[src/rtl/fu_mul_pkg.sv]
// Shared definitions for the pipelined multiply unit: op encodings.
package fu_mul_pkg;

  typedef enum logic [1:0] {
    OP_MUL    = 2'b00,
    OP_MULH   = 2'b01,
    OP_MULHSU = 2'b10,
    OP_MULHU  = 2'b11
  } fu_op_e;

endpackage

[src/rtl/fu_mul_core.sv]
// Multiplier datapath: per-op operand extension and a LAT-1 stage product pipeline.
// With FU_MUL_HIGH_EN undefined only the XLEN-bit low product is built.
module fu_mul_core
  import fu_mul_pkg::*;
#(
  parameter int XLEN = 32,
  parameter int LAT  = 4
) (
  input  logic              clk_i,
  input  logic              en_i,
  input  fu_op_e            op_i,
  input  logic [XLEN-1:0]   a_i,
  input  logic [XLEN-1:0]   b_i,
  output logic [2*XLEN-1:0] prod_o
);

`ifdef FU_MUL_HIGH_EN
  localparam int OW = XLEN + 1;
  localparam int PW = 2 * XLEN;
`else
  localparam int OW = XLEN;
  localparam int PW = XLEN;
`endif

  logic [OW-1:0] a_d, b_d, a_q, b_q;
  logic [PW-1:0] prod_c, prod_last;

`ifdef FU_MUL_HIGH_EN
  logic signed [2*OW-1:0] a_x, b_x, full;
  logic                   unused_full_hi;

  // One extra bit per operand lets all four ops share a single signed multiply
  always_comb begin
    a_d = {a_i[XLEN-1] & ((op_i == OP_MULH) || (op_i == OP_MULHSU)), a_i};
    b_d = {b_i[XLEN-1] & (op_i == OP_MULH), b_i};
  end

  assign a_x            = {{OW{a_q[OW-1]}}, a_q};
  assign b_x            = {{OW{b_q[OW-1]}}, b_q};
  assign full           = a_x * b_x;
  assign prod_c         = full[PW-1:0];
  assign unused_full_hi = ^full[2*OW-1:PW];
`else
  logic unused_op;

  assign unused_op = ^op_i;
  assign a_d       = a_i;
  assign b_d       = b_i;
  assign prod_c    = a_q * b_q;
`endif

  always_ff @(posedge clk_i) begin
    if (en_i) begin
      a_q <= a_d;
      b_q <= b_d;
    end
  end

  if (LAT == 2) begin : g_no_pipe
    assign prod_last = prod_c;
  end else begin : g_pipe
    logic [PW-1:0] pipe_q [LAT-2];

    always_ff @(posedge clk_i) begin
      if (en_i) begin
        pipe_q[0] <= prod_c;
        for (int i = 1; i < LAT - 2; i++) pipe_q[i] <= pipe_q[i-1];
      end
    end

    assign prod_last = pipe_q[LAT-3];
  end

`ifdef FU_MUL_HIGH_EN
  assign prod_o = prod_last;
`else
  assign prod_o = {{XLEN{1'b0}}, prod_last};
`endif

endmodule

[src/rtl/fu_mul_pipe.sv]
// Pipelined multiply functional unit: valid/tag/op chain, stall/flush control, result half select.
// Define FU_MUL_HIGH_EN to enable MULH/MULHSU/MULHU; otherwise every op returns the low product.
module fu_mul_pipe
  import fu_mul_pkg::*;
#(
  parameter int XLEN  = 32,
  parameter int LAT   = 4,
  parameter int TAG_W = 4
) (
  input  logic             clk,
  input  logic             rst_n,
  input  logic             flush,
  input  logic             in_valid,
  output logic             in_ready,
  input  logic [1:0]       in_op,
  input  logic [XLEN-1:0]  in_a,
  input  logic [XLEN-1:0]  in_b,
  input  logic [TAG_W-1:0] in_tag,
  output logic             out_valid,
  input  logic             out_ready,
  output logic [XLEN-1:0]  out_res,
  output logic [TAG_W-1:0] out_tag
);

  // Core stages run in parallel with the valid/tag chain; the output register is the last stage
  localparam int NS = LAT - 1;

  logic [NS-1:0]     vld_d, vld_q;
  logic [TAG_W-1:0]  tag_q [NS];
  logic              out_valid_q;
  logic [XLEN-1:0]   out_res_q, res_d;
  logic [TAG_W-1:0]  out_tag_q;
  logic [2*XLEN-1:0] prod;
  logic              stall, en, issue;

  assign stall    = out_valid_q & ~out_ready;
  assign en       = ~stall;
  assign in_ready = ~flush & ~stall;
  assign issue    = in_valid & in_ready;

  fu_mul_core #(.XLEN(XLEN), .LAT(LAT)) u_core (
    .clk_i  (clk),
    .en_i   (en),
    .op_i   (fu_op_e'(in_op)),
    .a_i    (in_a),
    .b_i    (in_b),
    .prod_o (prod)
  );

  always_comb begin
    vld_d    = '0;
    vld_d[0] = issue;
    for (int i = 1; i < NS; i++) vld_d[i] = vld_q[i-1];
  end

  always_ff @(posedge clk) begin
    if (en) begin
      tag_q[0] <= in_tag;
      for (int i = 1; i < NS; i++) tag_q[i] <= tag_q[i-1];
    end
  end

`ifdef FU_MUL_HIGH_EN
  fu_op_e op_q [NS];

  always_ff @(posedge clk) begin
    if (en) begin
      op_q[0] <= fu_op_e'(in_op);
      for (int i = 1; i < NS; i++) op_q[i] <= op_q[i-1];
    end
  end

  assign res_d = (op_q[NS-1] == OP_MUL) ? prod[XLEN-1:0] : prod[2*XLEN-1:XLEN];
`else
  logic unused_hi;

  assign unused_hi = ^prod[2*XLEN-1:XLEN];
  assign res_d     = prod[XLEN-1:0];
`endif

  // Result data only loads with a valid op, so bubbles leave the last result on the bus
  always_ff @(posedge clk or negedge rst_n) begin
    if (!rst_n) begin
      vld_q       <= '0;
      out_valid_q <= 1'b0;
      out_res_q   <= '0;
      out_tag_q   <= '0;
    end else if (flush) begin
      vld_q       <= '0;
      out_valid_q <= 1'b0;
    end else if (en) begin
      vld_q       <= vld_d;
      out_valid_q <= vld_q[NS-1];
      if (vld_q[NS-1]) begin
        out_res_q <= res_d;
        out_tag_q <= tag_q[NS-1];
      end
    end
  end

  assign out_valid = out_valid_q;
  assign out_res   = out_res_q;
  assign out_tag   = out_tag_q;

endmodule

[config.mk]
export PLATFORM = sky130hd
export DESIGN_NAME = fu_mul_pipe
export DESIGN_NICKNAME = d
export VERILOG_FILES = /design/src/rtl/fu_mul_pkg.sv /design/src/rtl/fu_mul_core.sv /design/src/rtl/fu_mul_pipe.sv
export SDC_FILE = /design/constraint.sdc
export NUM_CORES = 1
export LEC_CHECK = 0
export BUFFER_PORTS_ARGS = -buffer_cell sky130_fd_sc_hd__buf_2
export CAP_MARGIN = 20
export CORE_MARGIN = 2
export CORE_UTILIZATION = 60
export DETAILED_ROUTE_END_ITERATION = 16
export HOLD_SLACK_MARGIN = 0.15
export PLACE_DENSITY_LB_ADDON = 0.2
export SLEW_MARGIN = 15
export SYNTH_ARGS = -nofsm -noshare
export SYNTH_HDL_FRONTEND = slang
export SYNTH_SLANG_ARGS = --single-unit
export TNS_END_PERCENT = 10
[constraint.sdc]
create_clock -name clk -period 18.2 [get_ports clk]
set_input_delay 2.73 -clock clk [delete_from_list [all_inputs] [get_ports clk]]
set_output_delay 2.73 -clock clk [all_outputs]
set_load 0.005 [all_outputs]
==> impl_metrics.yaml <==
critical_path:
  regToRegStartpoint: "u_core.a_q[7]"
  max_stage_delay_ps: 1100
  cp-startpoint: "u_core.a_q[7]"
  crit_arrival_ps: 7870
  worstSetupEndpointType: "register"
  cp_max_fo: 25
  crit_chain: "nand2_1 > fa_1 > inv_1 > fa_1 > fa_1 > inv_1 > fa_1 > inv_1 > fa_1 > inv_1 > fa_1 > inv_1 > fa_1 > fa_1 > ha_1 > and4_1 > a221o_1 > a311oi_2 > nor2_1 > or4_1 > o311ai_1"
  r2r_slack_ps: 10610
  crit_top_cell: "fa_1"
  cpMaxStageDelayCell: "edfxtp_1"
  timing.rr.end: "u_core.g_pipe.pipe_q[0][25]"
  critPathCapture: "u_core.g_pipe.pipe_q[0][25]"
  crit_type: "register to register"
  cp.required_ps: 18480
  critPathLaunchType: "register"
  rr_worst_depth: 21
timing:
  setup_viol: 0
  tns_ps: 0
  rsz0062_at_grt: "no"
  hold_viol: 0
  hold_ws_ps: 408
  post-route-period-util_pct: 41.7
  relSlewSlack_pct: 24.8
  drv_slew: 0
  worst_pin_slew_ps: 1130
  fmax_ghz: 0.132
  finalCriticalPeriod_ps: 7590
  fin_skew_ps: 25.3
route:
  routedWlPerCell_um: 18.6
  vias: 13500
  drt.antenna.violating_nets: 0
  drc: 0
  vias_per_cell: 5.43
  dr.pass1.iters: 5
  drt_wl_total_um: 46300
  drtIter0Drc: 691
floorplanning:
  fp.dieH_um: 193
  ioPinCount: 113
  rows: 69
  die-width_um: 193
  core_area_um2: 35500
  die_area_um2: 37400
  initial_core_util_pct: 60.7
grt:
  grt_max_degree: 73
  track_usage_pct: 26.8
  first_global_vias: 15100
  grt_antenna_before_repair: 1
  grt_first_pass_wirelength_um: 78000
  grt-ovfl-total: 0
synth:
  synthCells: 1952
  muxShareOfSynthArea_pct: 2.02
  ys_types: 54
  synthAdderAreaFrac_pct: 45.1
  yosysTopAreaCell: "fa_1"
  ys_top_cells_by_area: "fa_1 (38%), edfxtp_1 (20%), and2_1 (11%)"
  synth_area_um2: 21500
  synth_flop_cell: "edfxtp_1"
  synth_edf_count: 140
  ys_seq_area_share_pct: 24.2
  synth_compound_area_share_pct: 2.52
  syn_avg_cell_area_um2: 11.0
  synth_top_area_share_pct: 37.9
  synth_warnings: 0
  syn_nets: 2558
  synth_xor_area_share_pct: 3.40
  async_flop_share_pct: 22.2
  synth-simple-area-share_pct: 14.9
  ys_ff_latch: 180
  synth_top_family_by_area: "adder cells"
outcome:
  status: "finished, final reports clean"
cts:
  htree_levels: 4
  cts_buffers: 17
  clockBufferDepth: 2
  cts.sinks: 180
  cts_root_buf: "clkbuf_16"
  cts_resized: 0
  clk_pin_slew_ps: 100
  cts_hold_buf: 0
  cts_tree: "built"
  clkLatencyLatePin_ps: 480
  cts_setup_buffers: 0
final_layout:
  antenna_cells: 0
  area_growth_pct: 7.33
  final_nets: 2620
  drive_gt1_share_pct: 10.3
run:
  maxCapViolations: 0
placement:
  gp_congestion: 0.851
  port_buffers: 110
  dp.final_hpwl_um: 34600
hold_path:
  hold_class: "register to register"
  min_from: "u_core.g_pipe.pipe_q[0][30]"
==> stage by stage <==
step           setup slack [ps]  util [%]  instance area (um^2)  instances
2_1_floorplan             11370         -                 21500       1952
3_3_place_gp              10760      63.3                 22500       2455
3_5_place_dp              10630      63.3                 22500       2455
4_1_cts                   10630      65.1                 23100       2487
5_1_grt                   10300      65.1                 23100       2488
6_report                  10610      65.1                 23100       2488
==> cells by family (layout without fill, tap and decap cells) <==
kind of cell	count (synthesis)	after routing
flip-flops	180	180
multiplexers	39	39
AO/OA/AOI/OAI	78	78
adder cells (fa/ha/maj)	531	531
AND/OR/NAND/NOR	591	591
buffers and inverters	451	526
XOR/XNOR	82	82
==> critical path: cells and delay by family (launching register included) <==
kind            cells  cell delay [ps]
compound gates      3              840
simple gates        4              990
buf+inv             5              290
fa+ha+maj           9             4160
flops               1             1100
==> flip-flops by register name, summed over array words and instances (netlist names) <==
register,count
out_valid,1
out_tag,4
tag_q,12
u_core.a_q,32
out_res,32
u_core.g_pipe.pipe_q,64
u_core.b_q,32
vld_q,3
==> cells in the final DEF, fill, tap and decap left out, types with 3 or more instances in the layout <==
master / netlist / routed
a21o_1: 10 / 10
a21oi_1: 17 / 17
a31oi_1: 3 / 3
and2_1: 368 / 367
buf_2: 3 / 110
buf_4: 1 / 19
clkbuf_16: 0 / 17
clkinv_8: 0 / 3
dfrtp_1: 40 / 40
edfxtp_1: 140 / 140
fa_1: 408 / 408
ha_1: 123 / 123
inv_1: 364 / 363
inv_12: 0 / 4
inv_8: 0 / 4
mux2_2: 36 / 36
mux2i_1: 3 / 3
nand2_1: 172 / 172
nand3_1: 6 / 6
nor2_1: 23 / 23
nor3_1: 6 / 6
o21a_1: 4 / 4
o21ai_0: 16 / 16
o21bai_1: 6 / 6
xnor2_1: 64 / 64
xor2_1: 17 / 17
==> cells in the mapped netlist (2+ instances only) <==
cell	count
nor2b_1	2
edfxtp_1	140
inv_1	364
and2_1	368
dfrtp_1	40
buf_2	3
o211ai_1	2
mux2_2	36
o21ai_1	2
xnor2_1	64
nand2b_1	2
a211oi_1	2
nand4_1	2
xor2_1	17
clkbuf_1	82
ha_1	123
and3_1	2
o21a_1	4
mux2i_1	3
a31oi_1	3
o21bai_1	6
a21oi_1	17
fa_1	408
a21o_1	10
nand3_1	6
a221o_1	2
nor3_1	6
a21o_2	2
o21ai_0	16
nor2_1	23
nand2_1	172
==> layer usage <==
| metal | track usage (%) | part of all wire (%) |
|---|---|---|
| met5 | 0 | 0 |
| met4 | 9.61 | 3.1 |
| met3 | 3.77 | 4.7 |
| met2 | 44.8 | 50 |
| met1 | 36.1 | 42 |
==> how the worst min path moves through the flow <==
stage	slack (ps)	endpoint	cells after the start
detailed placement	400	u_core.g_pipe.pipe_q[1][15]	0
global route	430	u_core.g_pipe.pipe_q[1][30]	0
finish	410	u_core.g_pipe.pipe_q[1][30]	0
CTS	420	u_core.g_pipe.pipe_q[1][30]	0
global placement	400	u_core.g_pipe.pipe_q[1][28]	0
floorplan	400	tag_q[1][0]	0
==> cell type report <==
class                      count  area, um^2
clock buffer                  17         425
clock inverter                15         191
fill                        2759       12400
tap                          461         577
inverter                     364        1370
multi-input combinational   1321       14600
timing repair buffer         130         721
sequential                   180        5200
Power is not shown: default switching activity piles up to over one toggle a cycle in this logic, so the estimate is an artifact.
